==> config.mk <==
export PLATFORM = sky130hd
export DESIGN_NAME = spi_ram_burst
export DESIGN_NICKNAME = d
export VERILOG_FILES = /design/src/rtl/spi_ram_burst.sv
export SDC_FILE = /design/constraint.sdc
export NUM_CORES = 2
export LEC_CHECK = 0
export ABC_AREA = 1
export CAP_MARGIN = 20
export CORE_ASPECT_RATIO = 1.1
export CORE_MARGIN = 1
export CORE_UTILIZATION = 35
export DETAILED_ROUTE_END_ITERATION = 10
export SLEW_MARGIN = 25
export SYNTH_ARGS = -nofsm -noshare
export SYNTH_HDL_FRONTEND = slang
export SYNTH_SLANG_ARGS = --single-unit
==> constraint.sdc <==
create_clock -name clk -period 6.6 [get_ports clk]
set_clock_uncertainty 0.2 [all_clocks]
set_input_delay 0.99 -clock clk [delete_from_list [all_inputs] [get_ports clk]]
set_output_delay 0.99 -clock clk [all_outputs]
set_load 0.01 [all_outputs]
==> src/rtl/spi_ram_burst.sv <==
// SPI-slave memory back end: decodes 2-bit-opcode command words, keeps separate
// write/read pointers with optional burst increment, returns read data over valid/ready.
module spi_ram_burst #(
    parameter int DATA_W    = 8,
    parameter int ADDR_W    = 8,
    parameter int MEM_DEPTH = 256,
    parameter int AUTO_INC  = 1
) (
    input  logic              clk,
    input  logic              rst,
    input  logic              rx_valid,
    output logic              rx_ready,
    input  logic [DATA_W+1:0] din,
    output logic [DATA_W-1:0] dout,
    output logic              tx_valid,
    input  logic              tx_ready,
    output logic              addr_err
);
    typedef enum logic {IDLE, TX} state_t;

    localparam logic [1:0] OP_WR_ADDR = 2'b00;
    localparam logic [1:0] OP_WR_DATA = 2'b01;
    localparam logic [1:0] OP_RD_ADDR = 2'b10;
    localparam logic [1:0] OP_RD_DATA = 2'b11;

    function automatic logic in_range(input logic [ADDR_W-1:0] p);
        return int'(32'(p)) < MEM_DEPTH;
    endfunction

    // Wrap at the last implemented word, not at 2**ADDR_W.
    function automatic logic [ADDR_W-1:0] inc_ptr(input logic [ADDR_W-1:0] p);
        if (AUTO_INC == 0)
            return p;
        if (int'(32'(p)) == MEM_DEPTH - 1)
            return '0;
        return p + ADDR_W'(1);
    endfunction

    logic [DATA_W-1:0] mem [MEM_DEPTH];

    state_t            state_q, state_d;
    logic [ADDR_W-1:0] wr_ptr_q, wr_ptr_d;
    logic [ADDR_W-1:0] rd_ptr_q, rd_ptr_d;
    logic [DATA_W-1:0] dout_q, dout_d;
    logic              tx_valid_q, tx_valid_d;
    logic              addr_err_q, addr_err_d;
    logic              accept;
    logic              mem_we;
    logic [1:0]        opcode;
    logic [DATA_W-1:0] payload;
    logic [DATA_W-1:0] rd_data;

    assign opcode   = din[DATA_W+1:DATA_W];
    assign payload  = din[DATA_W-1:0];
    assign rx_ready = (state_q == IDLE);
    assign accept   = rx_valid & rx_ready;
    assign rd_data  = in_range(rd_ptr_q) ? mem[rd_ptr_q] : '0;

    always_comb begin
        state_d    = state_q;
        wr_ptr_d   = wr_ptr_q;
        rd_ptr_d   = rd_ptr_q;
        dout_d     = dout_q;
        tx_valid_d = tx_valid_q;
        addr_err_d = addr_err_q;
        mem_we     = 1'b0;
        case (state_q)
            IDLE: begin
                tx_valid_d = 1'b0;
                if (accept) begin
                    case (opcode)
                        OP_WR_ADDR: wr_ptr_d = payload[ADDR_W-1:0];
                        OP_WR_DATA: begin
                            if (in_range(wr_ptr_q))
                                mem_we = 1'b1;
                            else
                                addr_err_d = 1'b1;
                            wr_ptr_d = inc_ptr(wr_ptr_q);
                        end
                        OP_RD_ADDR: rd_ptr_d = payload[ADDR_W-1:0];
                        OP_RD_DATA: begin
                            if (!in_range(rd_ptr_q))
                                addr_err_d = 1'b1;
                            dout_d     = rd_data;
                            tx_valid_d = 1'b1;
                            state_d    = TX;
                            rd_ptr_d   = inc_ptr(rd_ptr_q);
                        end
                        default: ;
                    endcase
                end
            end
            TX: begin
                if (tx_ready) begin
                    tx_valid_d = 1'b0;
                    state_d    = IDLE;
                end
            end
            default: state_d = IDLE;
        endcase
    end

    always_ff @(posedge clk) begin
        if (rst) begin
            state_q    <= IDLE;
            wr_ptr_q   <= '0;
            rd_ptr_q   <= '0;
            dout_q     <= '0;
            tx_valid_q <= 1'b0;
            addr_err_q <= 1'b0;
        end else begin
            state_q    <= state_d;
            wr_ptr_q   <= wr_ptr_d;
            rd_ptr_q   <= rd_ptr_d;
            dout_q     <= dout_d;
            tx_valid_q <= tx_valid_d;
            addr_err_q <= addr_err_d;
        end
    end

    // Array contents survive reset; only the write is suppressed while rst is high.
    always_ff @(posedge clk) begin
        if (mem_we && !rst)
            mem[wr_ptr_q] <= payload;
    end

    assign dout     = dout_q;
    assign tx_valid = tx_valid_q;
    assign addr_err = addr_err_q;
endmodule

# [Word-level counts from Yosys, hierarchy flattened]
# Memory sizes are Yosys's and may differ from the RTL's. A register that Yosys moved wholly into a read port is not among the register bits.
# Cells that the tools add are included.
[word_totals] register_bits=18 ram_bits=2048 inputBits=14 mem_count=1
[op_classes] add_sub_neg=2 n_eq_ne=6 mux=25 bitwise=2 reduce_logical=8
[memory_table] name="mem" words=256 width=8 rd=1 rd_ports_with_merged_regs=1 write_ports=1 line_no="39" source="logic [DATA_W-1:0] mem [MEM_DEPTH];"
[ops] cell="8-bit two-way mux" count=4
[ops] cell="8-bit one-hot mux with 2 select lines" count=2
[ops] cell="1-bit two-way mux" count=17
[ops] cell="8-bit by 1-bit adder with 8-bit output (second input constant)" count=2
[ops] cell="8-bit by 1-bit equality test with 1-bit output (second input constant)" count=2
[ops] cell="3-bit AND reduction" count=3
[ops] cell="2-bit equality test (second input constant)" count=2
[ops] cell="1-bit one-hot mux with 2 select lines" count=2
[ops] cell="2-bit nonzero test" count=2
[ops] cell="2-bit by 1-bit equality test with 1-bit output (second input constant)" count=1
[ops] cell="2-bit zero test" count=1
[ops] cell="2-bit inequality test (second input constant)" count=1
[ops] cell="1-bit bitwise AND" count=1
[ops] cell="1-bit logical AND" count=1
[ops] cell="1-bit zero test" count=1
[ops] cell="1-bit inverter" count=1

# [Longest topological paths before layout]
[logic_depth] word_depth=7 depth_mapped=17 depth_no_buf=14

# [Least setup slack after synthesis]
# Ideal clock, no wire load.
[synth_timing] path_kind="input to register" from="in rst" to="mem mem[100][0], enable pin" t_arrival_ns=2.536 required_time_ns=6.030 setup_slack_ns=3.494 path_stages=7 path_buffers=2 path_cell_list="clkbuf_1 nor3_1 inv_1 nor2_1 nand2_1 buf_2 nor2_1"
[synth_between] elab_chain_cells=4
[synth_rtl] element="start, declared" line_no="10" source="input logic rst,"
[synth_rtl] element="1-bit zero test" line_no="123" source="if (mem_we && !rst)"
[synth_rtl] element="1-bit logical AND" line_no="123"
[synth_rtl] element="1-bit two-way mux" line_no="123"
[synth_rtl] element="1-bit two-way mux (implied by the code)" line_no="124" source="mem[wr_ptr_q] <= payload;"
[synth_rtl] element="end, declared" line_no="39"
# Every way passes these cells.

==> key figures <==
Logic synthesis
  • Yosys reg bits: 2,074
  • Synth warn: 0
  • Post-synthesis sequential area ratio: 70.7%
  • Compound-Gate Fraction of Synth Area: 4.08%
  • Simple-gate portion of the synthesized area: 19.2%
  • Post-synthesis mux area share: 0%
  • Largest family of logic cells by synthesized area: simple AND/OR/NAND/NOR gates
  • Cell Area, Synth: about 88,000 um2
  • Post-synthesis xor/xnor area fraction: 0.0200%
  • Number of distinct library cells after synthesis: 32
  • Mapped Cells: 7,851
  • Syn_nets: 7,870
  • Post-Synth Adder-Cell Area: less than 1%
  • Synth Area per Inst: 11.2 um2

Timing
  • Final hold slack: about 280 ps
  • FMAX: 232 MHz
  • Hold Fails Final Rpt: 0
  • Final setup vio count: 0
  • Crit share post-route: ~65%
  • Max_slew headroom: 24.3%
  • Final Critical Period: 4310 ps
  • TNS Setup: 0 ps
  • RSZ-0062 raised after global routing: no
  • Pins Over Slew Limit: 0
  • Slew @ Worst Pin: 1140 ps

Placed design
  • DP HPWL: 142,000 um
  • Placed Cells incl. Taps: roughly 11,000
  • RePlAce Congestion: 0.898
  • Port Buffers: 23

Final layout
  • Fill count: 23,822
  • Seq. cell area: between 60,000 and 70,000 um2
  • Final Non-Filler Cells: 11,209
  • Layout cells sized above 1: 8.31%
  • Final nets: 7,759
  • Multi-input logic area: 20,600 um2
  • Fin util: 39.3%
  • Area growth, synth to finish: 11.5%

Floorplanning
  • Starting Density: a little over a third
  • Die Height: 527 um
  • Die width: 479 um
  • IO Pins: 25
  • # rows: 192
  • Core area: 249,000 um2
  • Die area: roughly 250,000 um2

Clock network
  • Num Clock Sinks: 2,074
  • Clock Latency Late Sink: 850 ps
  • Clock Path Buffers: 3
  • CTS tree: yes
  • Clock transition at the registers of the reported paths: 60 ps
  • CTS Hold Bufs: 0
  • Num CTS Buffers: 203
  • Htree depth: 4
  • Clock Tree Root: clkbuf_16
  • Post-CTS Setup Inserts: 0
  • Resized cells post-CTS: 0

Drt
  • Per-cell routed wire length: between 20 and 25 um
  • Starting DRT DRC Count: 6,530
  • Routed Antenna Nets: 0
  • TritonRoute pass-1 iters: 5
  • Post-route DRC: 0
  • Routed WL: 247,000 um
  • Vias/cell: 5.16
  • Vias: between 50,000 and 60,000

Setup path
  • Endpoint class of the critical path: register
  • CP bufs+invs: 3
  • Top Family by Delay on Critical Path: simple AND/OR/NAND/NOR gates
  • Data required, critical path: 7150 ps
  • CP Data Arrival Time: 4860 ps
  • Crit-path slowest cell: dfxtp_4
  • Top cell by count, worst path: nand3_1
  • Crit path cell chain: inv_8 -> buf_12 -> o21ai_0 -> nand3_1 -> nand3_1 -> nand3_1 -> nand3_1 -> nand3_1 -> nand3_1 -> nand3_1 -> nand2_1 -> inv_1
  • CP peak stage delay: 1020 ps
  • Worst-path fanout max: 191
  • CP Launch Type: register
  • WS Path Type: reg2reg
  • Reg-to-reg slack, setup: 2290 ps

Global routing
  • Pin count of the biggest net entering global routing: 251
  • GRT overflow: 0
  • First-pass GRT wire length: roughly 370,000 um
  • Vias in the first global route: about 57,000
  • Initial antenna violation count: 8
  • GRT Total Usage: 19.2%

Hold path
  • Worst Hold Class: reg2reg

Pwr
  • Leakage: between 30 and 40 nW
  • VDD IR max: 0.275 mV
  • Cell Pwr Density: between 200 and 300 nW/um2

Status
  • Status: finished clean

Flow run
  • Max cap viols: 0
-- worst register-to-register path, cell delays in order (launching register included) --
cell and delay, ps:
dfxtp_4 1020, inv_8 490, buf_12 480, o21ai_0 650, nand3_1 120, nand3_1 180
nand3_1 140, nand3_1 230, nand3_1 280, nand3_1 210, nand3_1 90, nand2_1 90
inv_1 40
-- report_power, final --
| part | leakage [nW] | switching (W) | internal, W |
|---|---|---|---|
| clock | 3.11 | 0.00492 | 0.00638 |
| sequential | 18.6 | 0.0000470 | 0.0145 |
| combinational | 13.8 | 0.00150 | 0.000471 |
-- final cells by class --
type                       count  share of cell area [%]
multi-input combinational   4509                    21.0
inverter                     779                    3.01
timing repair buffer         173                    1.72
sequential                  2074                    63.4
clock buffer                 254                    5.45
tap                         3298                    4.22
antenna                        4                  0.0102
clock inverter               118                    1.14
-- cells by family (layout without fill, tap and decap cells) --
logic type,count (synthesis),after routing
buffers and inverters,1268,1324
other,1,5
adder cells (fa/ha/maj),5,5
AND/OR/NAND/NOR,3944,3944
flip-flops,2074,2074
AO/OA/AOI/OAI,557,557
XOR/XNOR,2,2
-- routing by layer --
| layer | up-vias | GRT usage [%] | share of wire, % |
|---|---|---|---|
| met5 | - | 0 | 0.0073 |
| met4 | 2 | 6.39 | 3.2 |
| met3 | 389 | 3.22 | 7.7 |
| met2 | 2239 | 31.6 | 47 |
| met1 | 28677 | 25.8 | 42 |
| li1 | 26583 | - | - |
-- state kept, by name (all words and copies together) (netlist names) --
name      cells
mem        2048
tx_valid      1
state_q       1
wr_ptr_q      8
dout          8
rd_ptr_q      8
-- through the flow --
stage / total power [W] / setup WS (ps) / area (um2)
detailed placement: 0.0168 / 1600 / 91400
global route: 0.0286 / 2170 / 97800
finish: 0.0278 / 2290 / 97800
floorplan: 0.0159 / 3490 / 87700
CTS: 0.0279 / 2500 / 97800
global placement: 0.0167 / 1640 / 91400
-- synthesized netlist by cell type (all sizes together) --
cell    number  share of area, %
o211ai     177               1.8
nand3     1345               7.7
nor2       946               4.0
a21oi       23              0.13
ha           5             0.071
o32ai        1             0.010
clkbuf     200              0.86
o21a         2             0.017
conb         1            0.0043
nor3        19              0.11
o22ai        2             0.014
inv        775               3.3
xor2         2             0.020
edfxtp    2048                70
a31oi        1            0.0071
buf        289               1.7
o21ai      337               1.9
a211oi       1            0.0086
nand3b       1            0.0086
dfxtp       26              0.59
clkinv       4             0.017
a221oi      13              0.13
nand2     1495               6.4
nand4        1            0.0071
or2        137              0.98
-- placed cells by master (no fill, tap or decap), types with 2 or more instances in the layout --
master	n
buf_8	8
nand2_1	1479
ha_1	5
clkinv_8	5
nor2_1	945
clkinv_1	53
inv_6	5
a21oi_1	23
o211ai_1	120
buf_12	23
clkdlybuf4s50_1	15
o22ai_1	2
nor3_1	19
clkinv_4	2
dfxtp_4	4
buf_4	127
bufinv_16	17
o21ai_0	331
inv_8	3
nand2_2	16
diode_2	4
inv_1	771
xor2_1	2
edfxtp_1	2048
clkinv_2	26
o21ai_1	6
nand3_1	1342
nand3_2	3
clkinv_16	2
clkinvlp_4	11
clkbuf_8	2
clkbuf_1	47
dfxtp_1	21
o211ai_2	57
clkbuf_16	205
o21a_1	2
or2_2	137
a221oi_1	13
-- path summary, 6_finish.rpt --
check,to,startpoint,cells after the start
worst min-delay path,tx_valid,tx_valid,1
worst max register to register,dout[2],rd_ptr_q[0],12
worst min register to register,tx_valid,tx_valid,1
worst max-delay path,dout[2],rd_ptr_q[0],12
(Power assumes the default switching activity.)
